### src/rtl/mul_div_unit.sv
// Iterative 32-bit multiply/divide unit with HI/LO registers.
// One shift-add or restoring-divide step per clock; 33 busy cycles per operation.
module mul_div_unit (
  input  logic        CLK,
  input  logic        RST,
  input  logic        Start,
  input  logic [1:0]  MdOp,
  input  logic [31:0] DataIn1,
  input  logic [31:0] DataIn2,
  input  logic        HiWrite,
  input  logic        LoWrite,
  output logic        Busy,
  output logic        Done,
  output logic [31:0] Hi,
  output logic [31:0] Lo
);

  typedef enum logic [1:0] {StIdle, StRun, StFinish} stateT;

  stateT       stateQ, stateD;
  logic [4:0]  cntQ, cntD;
  logic [1:0]  opQ, opD;
  logic        signAQ, signAD, signBQ, signBD;
  logic [31:0] opBQ, opBD;
  logic [63:0] accQ, accD;
  logic [31:0] hiQ, hiD, loQ, loD;
  logic        doneQ, doneD;

  logic        isSigned;
  logic [31:0] magA, magB;
  logic [32:0] mulSum, remShift, divDiff;
  logic [63:0] negAcc;
  logic [31:0] quo, rem;

  always_comb begin
    stateD = stateQ;
    cntD   = cntQ;
    opD    = opQ;
    signAD = signAQ;
    signBD = signBQ;
    opBD   = opBQ;
    accD   = accQ;
    hiD    = hiQ;
    loD    = loQ;
    doneD  = 1'b0;

    isSigned = ~MdOp[0];
    magA     = (isSigned && DataIn1[31]) ? (~DataIn1 + 32'd1) : DataIn1;
    magB     = (isSigned && DataIn2[31]) ? (~DataIn2 + 32'd1) : DataIn2;

    // Multiply: add multiplicand into the upper half when the low bit is set, then shift right.
    mulSum   = {1'b0, accQ[63:32]} + (accQ[0] ? {1'b0, opBQ} : 33'd0);
    // Divide: {remainder, quotient} shifts left; restore when the trial subtraction underflows.
    remShift = {accQ[63:32], accQ[31]};
    divDiff  = remShift - {1'b0, opBQ};

    negAcc = ~accQ + 64'd1;
    quo    = accQ[31:0];
    rem    = accQ[63:32];

    unique case (stateQ)
      StIdle: begin
        if (Start) begin
          opD    = MdOp;
          signAD = isSigned & DataIn1[31];
          signBD = isSigned & DataIn2[31];
          accD   = {32'd0, magA};
          opBD   = magB;
          cntD   = 5'd0;
          stateD = StRun;
        end else begin
          if (HiWrite) hiD = DataIn1;
          if (LoWrite) loD = DataIn1;
        end
      end
      StRun: begin
        if (opQ[1]) begin
          accD = divDiff[32] ? {remShift[31:0], accQ[30:0], 1'b0}
                             : {divDiff[31:0], accQ[30:0], 1'b1};
        end else begin
          accD = {mulSum, accQ[31:1]};
        end
        cntD = cntQ + 5'd1;
        if (cntQ == 5'd31) stateD = StFinish;
      end
      StFinish: begin
        if (!opQ[1]) begin
          {hiD, loD} = (!opQ[0] && (signAQ ^ signBQ)) ? negAcc : accQ;
        end else begin
          loD = (!opQ[0] && (signAQ ^ signBQ)) ? (~quo + 32'd1) : quo;
          hiD = (!opQ[0] && signAQ) ? (~rem + 32'd1) : rem;
          // Division by zero: quotient is all ones regardless of signs; remainder is the dividend.
          if (opBQ == 32'd0) loD = 32'hFFFF_FFFF;
        end
        doneD  = 1'b1;
        stateD = StIdle;
      end
      default: stateD = StIdle;
    endcase
  end

  always_ff @(posedge CLK or negedge RST) begin
    if (!RST) begin
      stateQ <= StIdle;
      cntQ   <= 5'd0;
      opQ    <= 2'd0;
      signAQ <= 1'b0;
      signBQ <= 1'b0;
      opBQ   <= 32'd0;
      accQ   <= 64'd0;
      hiQ    <= 32'd0;
      loQ    <= 32'd0;
      doneQ  <= 1'b0;
    end else begin
      stateQ <= stateD;
      cntQ   <= cntD;
      opQ    <= opD;
      signAQ <= signAD;
      signBQ <= signBD;
      opBQ   <= opBD;
      accQ   <= accD;
      hiQ    <= hiD;
      loQ    <= loD;
      doneQ  <= doneD;
    end
  end

  assign Busy = (stateQ != StIdle);
  assign Done = doneQ;
  assign Hi   = hiQ;
  assign Lo   = loQ;

endmodule

### config.mk
export PLATFORM = sky130hd
export DESIGN_NAME = mul_div_unit
export DESIGN_NICKNAME = d
export VERILOG_FILES = /design/src/rtl/mul_div_unit.sv
export SDC_FILE = /design/constraint.sdc
export NUM_CORES = 1
export LEC_CHECK = 0
export ABC_AREA = 1
export BUFFER_PORTS_ARGS = -buffer_cell sky130_fd_sc_hd__buf_2
export CAP_MARGIN = 25
export CORE_UTILIZATION = 30
export CTS_CLUSTER_DIAMETER = 30
export DETAILED_ROUTE_END_ITERATION = 12
export MAX_ROUTING_LAYER = met4
export SYNTH_ARGS = -nofsm -noshare
export SYNTH_HDL_FRONTEND = slang
export SYNTH_SLANG_ARGS = --single-unit
### constraint.sdc
create_clock -name CLK -period 2.7 [get_ports CLK]
set_input_delay 0.135 -clock CLK [delete_from_list [all_inputs] [get_ports CLK]]
set_output_delay 0.135 -clock CLK [all_outputs]
set_load 0.005 [all_outputs]
==> results of run 1 <==
## path summary, 6_finish.rpt
path,startpoint,endpoint,cells past startpoint
worst max register to register,opBQ[8],accQ[51],13
min in group asynchronous,RST,Lo[5],2
worst max-delay path,opBQ[8],accQ[51],13
worst min-delay path,DataIn1[8],Lo[8],3
worst min register to register,cntQ[4],cntQ[4],1
max in group asynchronous,RST,Lo[30],3
## per-layer routing
layer  global-route usage  part of all wire  routed length (um)  vias to the layer above
met5                    -                 0                   0                        -
met1               0.3685              0.48               34300                     9094
li1                     -                 -                   -                     9911
met2               0.3526              0.41               29590                      802
met3              0.04655             0.081                5841                       96
met4              0.09053             0.032                2304                        0
## stage by stage
stage / power, mW / utilization / hold WS, ns
finish: 30.96 / 0.3705 / 0.01660
global placement: 26.88 / 0.3482 / 0.1914
floorplan: 18.92 / - / -0.1606
CTS: 29.71 / 0.3638 / 0.0001806
detailed placement: 26.82 / 0.3482 / 0.1957
global route: 33.84 / 0.3705 / 0.01994
## cell families after synthesis
group,Yosys count
DFF,172
AOI/OAI and AO/OA,500
and+or+nand+nor,1622
xor gates and xnor gates,47
buffers and inverters,496
adders and majority gates,72
## sequential cells by signal, indices dropped and copies added, names as in the netlist
register  cells
Hi           32
Done          1
opBQ         32
signAQ        1
opQ           2
Lo           32
signBQ        1
stateQ        2
accQ         64
cntQ          5
## synth_stat cells (all sizes together) (24+ instances only)
cell type	count
nand2	963
inv	396
nor2	275
o21ai	264
nand3	262
dfrtp	172
a21oi	136
clkbuf	71
ha	70
nor3	42
o211ai	39
nand4	38
xor2	27
o21bai	25
buf	24
## report_power, final
group          switching (mW)  total (mW)  internal [mW]
combinational            14.8        23.1           8.31
clock                    1.22        2.70           1.48
sequential               1.29        5.20           3.91
## final cells by class
class	instances	area share
Inverter	401	0.07205
Timing Repair Buffer	325	0.1062
Tap cell	756	0.04528
Sequential cell	172	0.2061
Multi-Input combinational cell	2242	0.5411
Clock inverter	13	0.008504
Clock buffer	19	0.02072
## critical path, cell delays in order, from the launching register on
cell	delay (ns)
dfrtp_1	0.54
inv_1	0.09
ha_1	0.36
nand2_1	0.09
nand2_1	0.07
a21oi_1	0.31
nand3_2	0.23
nand2_1	0.10
nand2_1	0.07
or2_2	0.27
nand3_1	0.11
nand3_1	0.09
nand2_1	0.08
nand2_1	0.04
## repair_timing
item                       CTS  global route
setup buffers                0             4
cloned                       0             1
hold endpoints to repair    88             0
hold buffers                26             0
setup endpoints to repair    1            43
resized for setup            1            92
pin swaps                    0            13
==> impl_metrics.ini, run 1 <==
[floorplan]
die_area_sq_um = 58090
core_sq_um = 56390
die_h_um = 241.0
initial_core_util = 0.3040
row_count = 87
die_w_um = 241.0
ios = 137

[layout]
drive_gt1_frac = 0.1466
fin_area_sq_um = 20890
antennaDiodeCount = 0
multiInputGateArea_sq_um = 11300
mostFrequentLayoutCells = nand2_1, inv_1, nand3_1
nets = 3302
regArea_sq_um = 4307
syn2layout_area_growth_pct = 21.89
fillCellCount = 6382
finalNonFillerCells = 3928
final_common_cell = nand2_1

[synthesis]
yosysSeqAreaShare = 0.2511
synth.net_count = 3052
synthDistinctLibCells = 49
synth_edf_count = 0
synth.area.mux_share = 0
synthAdderAreaFrac = 0.05344
yosys-top-cells-area = dfrtp_1, nand2_1, inv_1, nand3_1, o21ai_0
synth_top_family_by_area = simple AND/OR/NAND/NOR gates
synthFlopType = dfrtp_1
synthArstFlopShare = 1.000
syn-cell-area_sq_um = 17140
syn_inst = 2909
synth_top_area_cell = dfrtp_1
synth-simple-area-share = 0.3982
ys_ff_latch = 172
ys_warn_count = 0
synth_top_area_frac = 0.2511
synth_compound_area_frac = 0.1622
synth_xor_area_frac = 0.02402
avgSynthCellArea_sq_um = 5.892

[placed_design]
dpl.hpwl_um = 56840
gp_congestion = 0.9779
placed_area_sq_um = 19630
place_ws_ns = 0.006340
io_buffers = 136
placed_cells = 3865

[setup_path]
cp_data_arrival_time_ns = 2.94
path_max_fanout = 4
ff2ff_setup_slack_ns = 0.13
endpoint_kind = register
cp_data_required_time_ns = 3.07
startpoint_type = register
critPathKind = register to register

[route]
drt_first_pass_iters = 6
wl_per_cell_um = 18.34
final_antenna_net_count = 0
vias = 19900
routed_wl_um = 72040
drt_iter0_drc = 2058
via_per_inst = 5.067
route.detailed.drc = 0

[clocking]
cts_tree = yes
htreeDepth = 4
clock_latency_ns = 0.49
cts_root_buf = clkbuf_16
clk_path_buf_depth = 2
cts.sinks = 172
clk_pin_slew_ns = 0.07
cts-buffers-inserted = 17

[global_routing]
grt_max_degree = 83
track_usage = 0.2562
grt_overflow_total = 0
antenna_found_initial = 0
grt_pass1_wl_um = 109100
grt_pass1_vias = 18060

[status]
status = finished, final reports clean

[timing]
worstMarginPinSlew_ns = 0.8492
setup_viol = 0
relSlewSlack = 0.4333
fin_crit_sh = 0.9522
setup_slack_ns = 0.1289
final_hold_viol_count = 0
rsz0062_at_grt = true
fin_crit_ns = 2.571
fmax_mhz = 388.9
setup_tns_ns = 0
clock_skew_ns = 0.01729
slew_viol_final = 0

[pwr]
max-vdd-ir-drop_mv = 0.5583
p_leak_nw = 10.83
p_per_area_nw_per_um2 = 1482

[job]
cap_violations = 0

[min_path]
hold_path.class = primary input to register
Power figures use the tool's default switching activity.
==> run 2, diff against run 1 <==
--- a/config.mk
+++ b/config.mk
@@ -8,10 +8,13 @@
 export ABC_AREA = 1
 export BUFFER_PORTS_ARGS = -buffer_cell sky130_fd_sc_hd__buf_2
 export CAP_MARGIN = 25
+export CELL_PAD_IN_SITES_DETAIL_PLACEMENT = 1
+export CELL_PAD_IN_SITES_GLOBAL_PLACEMENT = 1
 export CORE_UTILIZATION = 30
 export CTS_CLUSTER_DIAMETER = 30
 export DETAILED_ROUTE_END_ITERATION = 12
 export MAX_ROUTING_LAYER = met4
+export PLACE_DENSITY_LB_ADDON = 0.1
 export SYNTH_ARGS = -nofsm -noshare
 export SYNTH_HDL_FRONTEND = slang
 export SYNTH_SLANG_ARGS = --single-unit
==> impl_metrics.ini, run 2 (synthesized netlist as in run 1, its figures left out) <==
[clocking]
cts-buffers-inserted = 17
cts.sinks = 172
clock_latency_ns = 0.50
clk_path_buf_depth = 2
cts_tree = yes
cts_root_buf = clkbuf_16
clk_pin_slew_ns = 0.07
htreeDepth = 4

[layout]
mostFrequentLayoutCells = nand2_1, inv_1, nand3_1
drive_gt1_frac = 0.1512
final_common_cell = nand2_1
largest_reg_flops = 64
nets = 3312
regMostFlops = accQ
syn2layout_area_growth_pct = 21.11

[floorplan]
die_h_um = 241.0
initial_core_util = 0.3040
ios = 137
row_count = 87
die_area_sq_um = 58090
core_sq_um = 56390
die_w_um = 241.0

[placed_design]
gp_congestion = 0.9300
dpl.hpwl_um = 74360
io_buffers = 136
place_ws_ns = -0.2208

[route]
routed_wl_um = 89900
drt_first_pass_iters = 6
vias = 20490
route.detailed.drc = 0
wl_per_cell_um = 22.82
drt_iter0_drc = 1154
final_antenna_net_count = 0
via_per_inst = 5.202

[setup_path]
endpoint_kind = register
path_buf_inv = 2
crit_top_cell = nand2_1
cp_data_arrival_time_ns = 2.99
path_delay_family = simple AND/OR/NAND/NOR gates
startpoint_type = register
cpPeakStageDelay_ns = 0.46
cp_data_required_time_ns = 3.07
slowest_stage = dfrtp_1
path_max_fanout = 3
critPathKind = register to register
path_cells = ha_1 > buf_4 > nand2_1 > inv_1 > a21oi_1 > nand3_2 > nand2_1 > nand2_1 > or2_2 > nand3_1 > nand3_1 > nand2_1 > nand2_1

[timing]
clock_skew_ns = 0.02645
setup_slack_ns = 0.08524
whs_ns = 0.02549
setup_viol = 0
fin_crit_sh = 0.9684
worstMarginPinSlew_ns = 1.003
final_hold_viol_count = 0
relSlewSlack = 0.3306
fin_crit_ns = 2.615
rsz0062_at_grt = true
fmax_mhz = 382.4
slew_viol_final = 0

[status]
status = finished, final reports clean

[pwr]
max-vdd-ir-drop_mv = 0.7454
p_leak_nw = 10.86
p_per_area_nw_per_um2 = 1584

[global_routing]
grt_pass1_vias = 21250
track_usage = 0.3216
grt_pass1_wl_um = 132700
antenna_found_initial = 0
grt_overflow_total = 0
grt_max_degree = 83

[min_path]
hold_path.class = primary input to register

[job]
cap_violations = 0
[run 2: changes by cell type in the layout (fill, tap and decap cells not counted), moves of 5 or more]
cell           change
a21oi_2            -7
o21ai_1            -5
ha_4               -6
dlygate4sd3_1     -21
o21ai_0            +7
a21oi_1            +7
buf_4             +30
[run 2: per-layer routing]
metal,GRT usage,part of all wire,vias to the layer above
met4,0.1989,0.068,0
met1,0.3634,0.42,9944
met3,0.03134,0.029,186
met2,0.5468,0.49,469
li1,-,-,9890
met5,-,0,-
[run 2: final timing paths]
kind / depth (start not counted) / slack (ns) / endpoint / start
min in group asynchronous: 2 / 0.28 / Hi[0] / RST
setup / recovery: 13 / 0.09 / accQ[51] / accQ[41]
hold / removal: 3 / 0.03 / Lo[27] / DataIn1[27]
hold reg to reg: 2 / 0.50 / Hi[21] / Hi[21]
setup reg to reg: 13 / 0.09 / accQ[51] / accQ[41]
max in group asynchronous: 3 / 1.59 / opBQ[18] / RST
[run 2: tightest hold or removal path, stage by stage]
cell	delay, ns
buf_2	0.14
nand2_1	0.10
o211ai_1	0.08
[run 2: area by class of cell]
cell class	count	area, sq um
fill	7619	35630
multi-input combinational	2241	11160
sequential	172	4307
timing repair buffer	336	2291
inverter	401	1505
tap	756	945.9
clock buffer	20	446.7
clock inverter	12	102.6
antenna	1	2.502
[run 2: metrics by stage]
step | power, mW | TNS, ns | area [sq um] | utilization | instances
2_1_floorplan | 18.92 | 0 | 17140 | - | 2909
4_1_cts | 32.40 | 0 | 20540 | 0.3642 | 3934
5_1_grt | 35.53 | -0.02955 | 20750 | 0.3681 | 3938
3_3_place_gp | 29.25 | -0.4943 | 19910 | 0.3531 | 3897
3_5_place_dp | 29.66 | -1.163 | 19910 | 0.3531 | 3897
6_report | 32.88 | 0 | 20760 | 0.3681 | 3939
[run 2: where the power goes]
part | switching [mW] | total, mW | internal [mW] | leakage [nW]
registers | 1.22 | 5.12 | 3.90 | 2.08
logic | 16.4 | 25.2 | 8.82 | 8.52
clock network | 1.30 | 2.53 | 1.23 | 0.262
total | 18.9 | 32.9 | 14.0 | 10.9
[run 2: timing repair]
item / CTS / global route
endpoints found under the hold margin: 78 / 0
hold buffers: 5 / 0
setup endpoints to repair: 11 / 37
resized for setup: 9 / 56
pin swaps: 0 / 3
buffers inserted: 0 / 4
